`src/rtl/wb_bus_arbiter.sv`:
```
// Two-master (instruction/data) to one-slave Wishbone classic arbiter with
// round-robin fairness and a slave-wait timeout that converts hangs into errors.
module wb_bus_arbiter #(
    parameter int          TIMEOUT_CYCLES = 255,
    parameter logic [31:0] IBUS_ERR_DATA  = 32'h0000_0000
) (
    input  logic        clk,
    input  logic        rst_n,
    input  logic [31:0] iwb_adr_i,
    input  logic        iwb_cyc_i,
    input  logic        iwb_stb_i,
    output logic [31:0] iwb_dat_o,
    output logic        iwb_ack_o,
    input  logic [31:0] dwb_adr_i,
    input  logic [31:0] dwb_dat_i,
    input  logic        dwb_we_i,
    input  logic [3:0]  dwb_sel_i,
    input  logic        dwb_cyc_i,
    input  logic        dwb_stb_i,
    output logic [31:0] dwb_dat_o,
    output logic        dwb_ack_o,
    output logic        dwb_err_o,
    output logic [31:0] mwb_adr_o,
    output logic [31:0] mwb_dat_o,
    output logic        mwb_we_o,
    output logic [3:0]  mwb_sel_o,
    output logic        mwb_cyc_o,
    output logic        mwb_stb_o,
    input  logic [31:0] mwb_dat_i,
    input  logic        mwb_ack_i,
    input  logic        mwb_err_i
);

    // state | meaning
    // IDLE  | no grant, slave side quiet, arbitration decided here
    // GNT_I | instruction master owns the slave port
    // GNT_D | data master owns the slave port
    typedef enum logic [1:0] {IDLE, GNT_I, GNT_D} state_t;

    localparam bit           TO_EN   = (TIMEOUT_CYCLES > 0);
    localparam int           CW      = TO_EN ? $clog2(TIMEOUT_CYCLES + 1) : 1;
    localparam logic [CW-1:0] TO_LAST = CW'(TO_EN ? TIMEOUT_CYCLES - 1 : 0);
    localparam logic [CW-1:0] TO_SAT  = CW'(TO_EN ? TIMEOUT_CYCLES : 0);

    state_t        state;
    logic          last_d;
    logic [CW-1:0] count;

    logic req_i;
    logic req_d;
    logic gnt_cyc;
    logic timeout;
    logic done;

    assign req_i = iwb_cyc_i & iwb_stb_i;
    assign req_d = dwb_cyc_i & dwb_stb_i;

    always_comb begin
        gnt_cyc = 1'b0;
        if (state == GNT_I)
            gnt_cyc = iwb_cyc_i;
        else if (state == GNT_D)
            gnt_cyc = dwb_cyc_i;
        timeout = TO_EN && gnt_cyc && !mwb_ack_i && !mwb_err_i && (count == TO_LAST);
        // A master dropping cyc abandons the transfer just like a response does.
        done    = (state != IDLE) && (!gnt_cyc || mwb_ack_i || mwb_err_i || timeout);
    end

    always_ff @(posedge clk) begin
        if (!rst_n) begin
            state  <= IDLE;
            last_d <= 1'b1;
            count  <= '0;
        end else begin
            case (state)
                IDLE: begin
                    if (req_i && (!req_d || last_d)) begin
                        state  <= GNT_I;
                        last_d <= 1'b0;
                        count  <= '0;
                    end else if (req_d) begin
                        state  <= GNT_D;
                        last_d <= 1'b1;
                        count  <= '0;
                    end
                end
                GNT_I, GNT_D: begin
                    if (done)
                        state <= IDLE;
                    else if (count != TO_SAT)
                        count <= count + 1'b1;
                end
                default: state <= IDLE;
            endcase
        end
    end

    always_comb begin
        iwb_dat_o = '0;
        iwb_ack_o = 1'b0;
        dwb_dat_o = '0;
        dwb_ack_o = 1'b0;
        dwb_err_o = 1'b0;
        mwb_adr_o = '0;
        mwb_dat_o = '0;
        mwb_we_o  = 1'b0;
        mwb_sel_o = '0;
        mwb_cyc_o = 1'b0;
        mwb_stb_o = 1'b0;
        case (state)
            GNT_I: begin
                mwb_adr_o = iwb_adr_i;
                mwb_sel_o = 4'hF;
                mwb_cyc_o = iwb_cyc_i & ~timeout;
                mwb_stb_o = iwb_stb_i & ~timeout;
                // Errors on the fetch path become an illegal instruction so the core traps.
                if (iwb_cyc_i && (mwb_err_i || timeout)) begin
                    iwb_ack_o = 1'b1;
                    iwb_dat_o = IBUS_ERR_DATA;
                end else if (iwb_cyc_i && mwb_ack_i) begin
                    iwb_ack_o = 1'b1;
                    iwb_dat_o = mwb_dat_i;
                end
            end
            GNT_D: begin
                mwb_adr_o = dwb_adr_i;
                mwb_dat_o = dwb_dat_i;
                mwb_we_o  = dwb_we_i;
                mwb_sel_o = dwb_sel_i;
                mwb_cyc_o = dwb_cyc_i & ~timeout;
                mwb_stb_o = dwb_stb_i & ~timeout;
                if (dwb_cyc_i && (mwb_err_i || timeout)) begin
                    dwb_err_o = 1'b1;
                end else if (dwb_cyc_i && mwb_ack_i) begin
                    dwb_ack_o = 1'b1;
                    dwb_dat_o = mwb_dat_i;
                end
            end
            default: ;
        endcase
    end

endmodule

```
`config.mk`:
```
export PLATFORM = sky130hd
export DESIGN_NAME = wb_bus_arbiter
export DESIGN_NICKNAME = d
export VERILOG_FILES = /design/src/rtl/wb_bus_arbiter.sv
export SDC_FILE = /design/constraint.sdc
export NUM_CORES = 1
export LEC_CHECK = 0
export CAP_MARGIN = 5
export CORE_AREA = 2 2 109 111
export CTS_CLUSTER_DIAMETER = 60
export DETAILED_ROUTE_END_ITERATION = 8
export DIE_AREA = 0 0 111 113
export RECOVER_POWER = 25
export SLEW_MARGIN = 40
export SYNTH_ARGS = -nofsm -noshare
export SYNTH_HDL_FRONTEND = slang
export SYNTH_SLANG_ARGS = --single-unit
```
`constraint.sdc`:
```
create_clock -name clk -period 2.87 [get_ports clk]
set_input_delay 0.574 -clock clk [delete_from_list [all_inputs] [get_ports clk]]
set_output_delay 0.574 -clock clk [all_outputs]
set_load 0.1 [all_outputs]
```
==> impl_metrics.toml, run 1 <==
[sta]
finalCritPeriodShare = 0.9276
setup_repair_after_global_routing_missed_its_margin = "false"
layout_min_cycle_time_ns = 2.662
setup_slack_of_the_critical_path_after_layout_ns = 0.2077
fmax_mhz = 375.6
holdWs_ns = 0.4899
timing.final.hold_violations = 0
finalClockSkew_ns = 0.002459
slew-limit-headroom = 0.5823
worst-slew-pin-transition_ns = 0.6265
timing_max_transition_violations_final = 0
timing.final.setup_violations = 0

[worst_setup_path]
critPathCaptureType = "primary output"
critical_path_class = "in -> out"
timing.rr.start = "state[1]$_SDFFE_PN0P_"
crit-reg2reg-capture = "count[6]$_SDFFE_PN0P_"
critical_path.max_fanout = 3
endpoint_required_time_on_the_critical_path_ns = 2.30
worst-endpoint-arrival_ns = 2.09
critPathLaunchType = "primary input"
critical_path.endpoint = "mwb_stb_o"
reg2reg_depth = 7
r2r_setup_slack_ns = 0.66
worst_setup_path_startpoint = "dwb_cyc_i"

[logic_synthesis]
netlist-cell-type-count = 45
synth.yosys.warnings = 0
share_of_the_synthesized_area_in_the_top_cell_type = 0.3054
mappedNetlistArea_um2 = 1987
synth_top_cells_by_area = "sky130_fd_sc_hd__and2_1 31%, sky130_fd_sc_hd__a22oi_1 12%, sky130_fd_sc_hd__nor2b_1 12%"
syn_avg_cell_area_um2 = 6.851
synth_top_cell_by_area = "sky130_fd_sc_hd__and2_1"
post_synth_inst_count = 290
synth_top_flop_cell = "sky130_fd_sc_hd__dfxtp_1"
async_flop_share = 0
syn-num-nets = 436
ys_ff_latch = 11
ys_seq_area_frac = 0.1108
edff_count_synth = 0

[cts]
cts_max_level = 1
clkSlewWorstSetupHoldPaths_ns = 0.04
post_cts.repair.setup_buffers = 0
clkSinkCount = 11
cts_resized = 0
post_cts_hold_buffer_count = 0
cts-root-to-sink-buffers = 2
ctsRootBufferMaster = "sky130_fd_sc_hd__clkbuf_16"
cts-buffers-inserted = 3
cts_tree = "yes"
clock_insertion_delay_at_the_later_pin_of_the_skew_report_ns = 0.24

[global_route]
grt_pass1_wl_mm = 18.55
via_count_of_the_first_global_routing_pass = 3261
grt_max_degree = 50
grt_usage = 0.1874
grt_remaining_overflow = 0
antenna_found_initial = 0

[final_layout]
fillCellCount = 941
num-nets-final = 705
final_util = 0.5764
n_antenna_cell = 0
flow.area_growth_from_synthesis_pct = 227.0
drive_gt1_frac = 0.3656

[floorplan]
die_height_um = 113
initial_core_util = 0.1763
dieWidth_um = 111
dieArea_um2 = 12540
rows = 39
top_level_pins = 279
coreArea_um2 = 11270

[detailed_routing]
drc = 0
via_count = 3062
drtIter0Drc = 87
route.detailed.vias_per_inst = 4.368
totalWireLength_mm = 12.29
wl_per_cell_um = 17.53
first_pass_iters = 4
antenna_violating_nets_post_route = 0

[status]
status = "finished clean"

[place]
dp_worst_setup_slack_ns = 0.2012
gp_congestion = 0.8100
dp.final_hpwl_mm = 10.83
quantity_of_i_o_buffers_inserted_on_ports = 278

[hold_path]
whs_path_depth = 2
hp-class = "reg -> reg"

[power_and_ir_drop]
static-leakage-power_nw = 2.428
pwr_density_cell_nw_per_um2 = 671.9
peakVddDrop_mv = 0.4261

[flow_run]
max_cap_violations = 0
layer usage:
layer  part of all wire  track usage
met2               0.57       0.3701
met3              0.054      0.03696
met4             0.0084      0.02500
met1               0.37       0.2123
met5                  0            0
cells in the mapped netlist, drive strengths merged, types with 2 or more instances:
cell type,count
a211oi,3
a21oi,7
a22oi,32
and2,97
and3,5
buf,4
clkbuf,19
dfxtp,11
ha,5
inv,4
nand2,13
nand2b,3
nand3,7
nand4,2
nor2,6
nor2b,37
nor3,2
o21ai,5
o22ai,5
o32ai,2
or3,2
or4,2
worst min-delay path by stage:
stage	slack, ns	from	end
6_report	0.49	count[7]$_SDFFE_PN0P_	count[7]$_SDFFE_PN0P_
5_1_grt	0.53	count[7]$_SDFFE_PN0P_	count[7]$_SDFFE_PN0P_
4_1_cts	0.49	state[0]$_SDFFE_PN0P_	state[0]$_SDFFE_PN0P_
3_5_place_dp	0.48	state[0]$_SDFFE_PN0P_	state[0]$_SDFFE_PN0P_
3_3_place_gp	0.47	count[7]$_SDFFE_PN0P_	count[7]$_SDFFE_PN0P_
2_1_floorplan	0.45	count[7]$_SDFFE_PN0P_	count[7]$_SDFFE_PN0P_
registers in the layout (all words and copies together), names as in the netlist:
name	flops
count	8
state	2
last_d	1
per-stage QoR:
stage | total power, mW | cells | area, um^2 | TNS [ns]
after floorplan | 2.724 | 290 | 2097 | -0.1057
after global placement | 4.126 | 697 | 6435 | 0
after detailed placement | 4.167 | 697 | 6435 | 0
after CTS | 4.431 | 701 | 6514 | 0
after global routing | 4.542 | 701 | 6497 | 0
final | 4.366 | 701 | 6497 | 0
where the power goes:
part           total, mW  internal (mW)  switching (mW)
clock network      0.256          0.187          0.0693
registers          0.188          0.171          0.0177
logic               3.92           1.44            2.48
total               4.37           1.80            2.57
worst max-delay path, cell delays in order:
cell                              delay, ns
sky130_fd_sc_hd__clkdlybuf4s50_1       0.51
sky130_fd_sc_hd__nand2_1               0.10
sky130_fd_sc_hd__o21a_1                0.19
sky130_fd_sc_hd__o41ai_1               0.31
sky130_fd_sc_hd__buf_4                 0.18
sky130_fd_sc_hd__nor2_2                0.05
sky130_fd_sc_hd__buf_12                0.16
placed cells by master, fill, tap and decap left out, types with 2 or more instances in the layout:
cell type	count
sky130_fd_sc_hd__o32ai_1	2
sky130_fd_sc_hd__o22ai_1	5
sky130_fd_sc_hd__and2_2	8
sky130_fd_sc_hd__nor2b_2	36
sky130_fd_sc_hd__nor2_2	2
sky130_fd_sc_hd__and2_1	62
sky130_fd_sc_hd__and3_1	5
sky130_fd_sc_hd__buf_12	140
sky130_fd_sc_hd__nand3_1	7
sky130_fd_sc_hd__and2_0	27
sky130_fd_sc_hd__nand2_1	13
sky130_fd_sc_hd__dfxtp_1	11
sky130_fd_sc_hd__nor3_1	2
sky130_fd_sc_hd__clkdlybuf4s50_1	140
sky130_fd_sc_hd__a22oi_1	32
sky130_fd_sc_hd__inv_1	4
sky130_fd_sc_hd__a21oi_1	6
sky130_fd_sc_hd__or4_1	2
sky130_fd_sc_hd__nor2_1	4
sky130_fd_sc_hd__buf_4	7
sky130_fd_sc_hd__a211oi_1	3
sky130_fd_sc_hd__clkbuf_16	3
sky130_fd_sc_hd__nand2b_1	3
sky130_fd_sc_hd__o21ai_0	4
sky130_fd_sc_hd__ha_1	4
logic make-up after synthesis:
family | count (synthesis) | share of synthesized area
DFF | 11 | 0.1108
AOI/OAI and AO/OA | 65 | 0.2380
buffers and inverters | 28 | 0.06108
and+or+nand+nor | 180 | 0.5535
adders and majority gates | 5 | 0.03149
muxes | 1 | 0.005038
area by class of cell:
| cell class | count | area (um^2) | area share |
|---|---|---|---|
| timing repair buffer | 288 | 4262 | 0.6559 |
| tap | 143 | 178.9 | 0.02754 |
| inverter | 4 | 15.01 | 0.002311 |
| sequential | 11 | 220.2 | 0.03389 |
| clock buffer | 4 | 78.83 | 0.01213 |
| multi-input combinational | 251 | 1743 | 0.2682 |
Power figures use the tool's default switching activity.
==> inputs of run 2 (changes only) <==
--- a/config.mk
+++ b/config.mk
@@ -10,6 +10,7 @@
 export CTS_CLUSTER_DIAMETER = 60
 export DETAILED_ROUTE_END_ITERATION = 8
 export DIE_AREA = 0 0 111 113
+export PLACE_DENSITY_LB_ADDON = 0.05
 export RECOVER_POWER = 25
 export SLEW_MARGIN = 40
 export SYNTH_ARGS = -nofsm -noshare
==> run 2 against run 1 <==
  * Die area unchanged
  * Register-to-register slack about the same
  * Count of clock-buffer cells in the layout shrank 1
  * Worst setup slack got worse by 0.053 ns
  * First-iteration DRC count is 10% higher
  * Clock skew up 0.00080 ns
  * Routed wire length decreased by 0.75%
  * Sequential share of layout area hardly changed
  * Via count rose by 3.8%
  * Largest power group unchanged
  * Cell count rose by 0.14%
  * Critical path depth stayed put
  * Combinational power about the same
==> impl_metrics.toml, run 2 (synthesis results as in run 1) <==
[detailed_routing]
totalWireLength_mm = 12.20
antenna_violating_nets_post_route = 0
route.detailed.vias_per_inst = 4.527
first_pass_iters = 4
drc = 0
via_count = 3178
wl_per_cell_um = 17.37
drtIter0Drc = 96

[final_layout]
num-nets-final = 706
flow.area_growth_from_synthesis_pct = 225.4
n_antenna_cell = 0
fin_cells = 702
drive_gt1_frac = 0.3649
top_register = "count"
reg.largest.list = "count: 8 flops, state: 2 flops, last_d: 1 flops"
layout.cells.most_common = "sky130_fd_sc_hd__clkdlybuf4s50_1"
largest_register_ffs = 8
layout_common_cells = "140 x sky130_fd_sc_hd__clkdlybuf4s50_1, 138 x sky130_fd_sc_hd__buf_12, 74 x sky130_fd_sc_hd__and2_1"

[floorplan]
rows = 39
coreArea_um2 = 11270
dieWidth_um = 111
die_height_um = 113
dieArea_um2 = 12540
initial_core_util = 0.1763
top_level_pins = 279

[sta]
slew-limit-headroom = 0.5444
timing.final.hold_violations = 0
timing_max_transition_violations_final = 0
finalCritPeriodShare = 0.9462
setup_repair_after_global_routing_missed_its_margin = "false"
fmax_mhz = 368.2
finalClockSkew_ns = 0.003258
timing.final.setup_violations = 0
worst-slew-pin-transition_ns = 0.6834
layout_min_cycle_time_ns = 2.716

[status]
status = "finished clean"

[worst_setup_path]
critPathLaunchType = "primary input"
path_delay_family = "buffers and inverters"
worst-endpoint-arrival_ns = 2.14
cp.buffers_inverters = 3
critical_path.max_fanout = 4
slowest_stage = "sky130_fd_sc_hd__clkdlybuf4s50_1"
critical_path_class = "in -> out"
path_cells = "clkdlybuf4s50_1, nand2_1, o21a_1, o41ai_1, buf_4, nor2_2, buf_12"
slowest_stage_delay_on_critical_path_ns = 0.50
critPathCaptureType = "primary output"
endpoint_required_time_on_the_critical_path_ns = 2.30

[cts]
ctsRootBufferMaster = "sky130_fd_sc_hd__clkbuf_16"
cts_max_level = 1
cts_tree = "yes"
cts-root-to-sink-buffers = 2
clock_insertion_delay_at_the_later_pin_of_the_skew_report_ns = 0.24
post_cts.repair.setup_buffers = 0
cts_resized = 0
post_cts_hold_buffer_count = 0
cts-buffers-inserted = 3
clkSinkCount = 11
clkSlewWorstSetupHoldPaths_ns = 0.04

[place]
quantity_of_i_o_buffers_inserted_on_ports = 278
dp.final_hpwl_mm = 10.74
gp_congestion = 0.7610
placed_cells_incl_taps = 698

[global_route]
grt_remaining_overflow = 0
grt_usage = 0.1910
grt_pass1_wl_mm = 18.89
antenna_found_initial = 0
grt_max_degree = 45
via_count_of_the_first_global_routing_pass = 3386

[power_and_ir_drop]
peakVddDrop_mv = 0.5491
static-leakage-power_nw = 2.436
fin_total_pwr_mw = 4.363
pwr_density_cell_nw_per_um2 = 674.7

[flow_run]
max_cap_violations = 0

[hold_path]
hp-class = "reg -> reg"
run 2: cell types whose count changed in the layout (fill, tap and decap cells not counted):
cell / before / now
sky130_fd_sc_hd__buf_12: 140 / 138
sky130_fd_sc_hd__clkinv_2: 0 / 1
sky130_fd_sc_hd__and2_0: 27 / 15
sky130_fd_sc_hd__o21ai_0: 4 / 5
sky130_fd_sc_hd__and2_1: 62 / 74
sky130_fd_sc_hd__buf_2: 0 / 2
sky130_fd_sc_hd__clkbuf_2: 1 / 2
sky130_fd_sc_hd__o21ai_2: 1 / 0
sky130_fd_sc_hd__buf_4: 7 / 6
run 2: cell type report:
class / instances / area, um^2
Clock buffer: 3 / 75.07
Clock inverter: 1 / 5.005
Fill cell: 1001 / 4806
Inverter: 4 / 15.01
Multi-Input combinational cell: 251 / 1739
Sequential cell: 11 / 220.2
Tap cell: 143 / 178.9
Timing Repair Buffer: 289 / 4233
run 2: worst min-delay path: stages, from the launching register on:
cell,delay (ns)
sky130_fd_sc_hd__dfxtp_1,0.31
sky130_fd_sc_hd__nand2_1,0.06
sky130_fd_sc_hd__o22ai_1,0.06
run 2: metal layers:
metal / vias up / global-route usage / routed length (um)
li1: 1548 / - / -
met5: - / 0 / 0
met4: 0 / 0.03917 / 144
met3: 10 / 0.05463 / 911
met1: 1491 / 0.2012 / 4291
met2: 129 / 0.3767 / 6851
run 2: final timing paths:
| check | startpoint | to | slack (ns) | cells after the start |
|---|---|---|---|---|
| max | dwb_cyc_i | mwb_stb_o | 0.15 | 7 |
| max reg2reg | state[1]$_SDFFE_PN0P_ | count[6]$_SDFFE_PN0P_ | 0.66 | 7 |
| min reg2reg | count[7]$_SDFFE_PN0P_ | count[7]$_SDFFE_PN0P_ | 0.48 | 2 |
| min | count[7]$_SDFFE_PN0P_ | count[7]$_SDFFE_PN0P_ | 0.48 | 2 |
run 2: report_power, final:
part	internal (mW)	leakage, nW	total [mW]	switching, mW
clock network	0.185	0.0409	0.256	0.0717
logic	1.44	2.31	3.92	2.48
registers	0.171	0.0892	0.189	0.0180
total	1.79	2.44	4.36	2.57
run 2: through the flow:
stage	util	setup TNS [ns]	cell area [um^2]	hold WS (ns)	worst slack (ns)
final	0.5736	0	6466	0.4810	0.1544
after global routing	0.5736	0	6466	0.5242	0.02740
after CTS	0.5786	0	6523	0.4841	0.1275
after detailed placement	0.5715	0	6442	0.4813	0.1426
after global placement	0.5715	0	6442	0.4706	0.1628
after floorplan	-	-0.1057	2097	0.4548	-0.1057
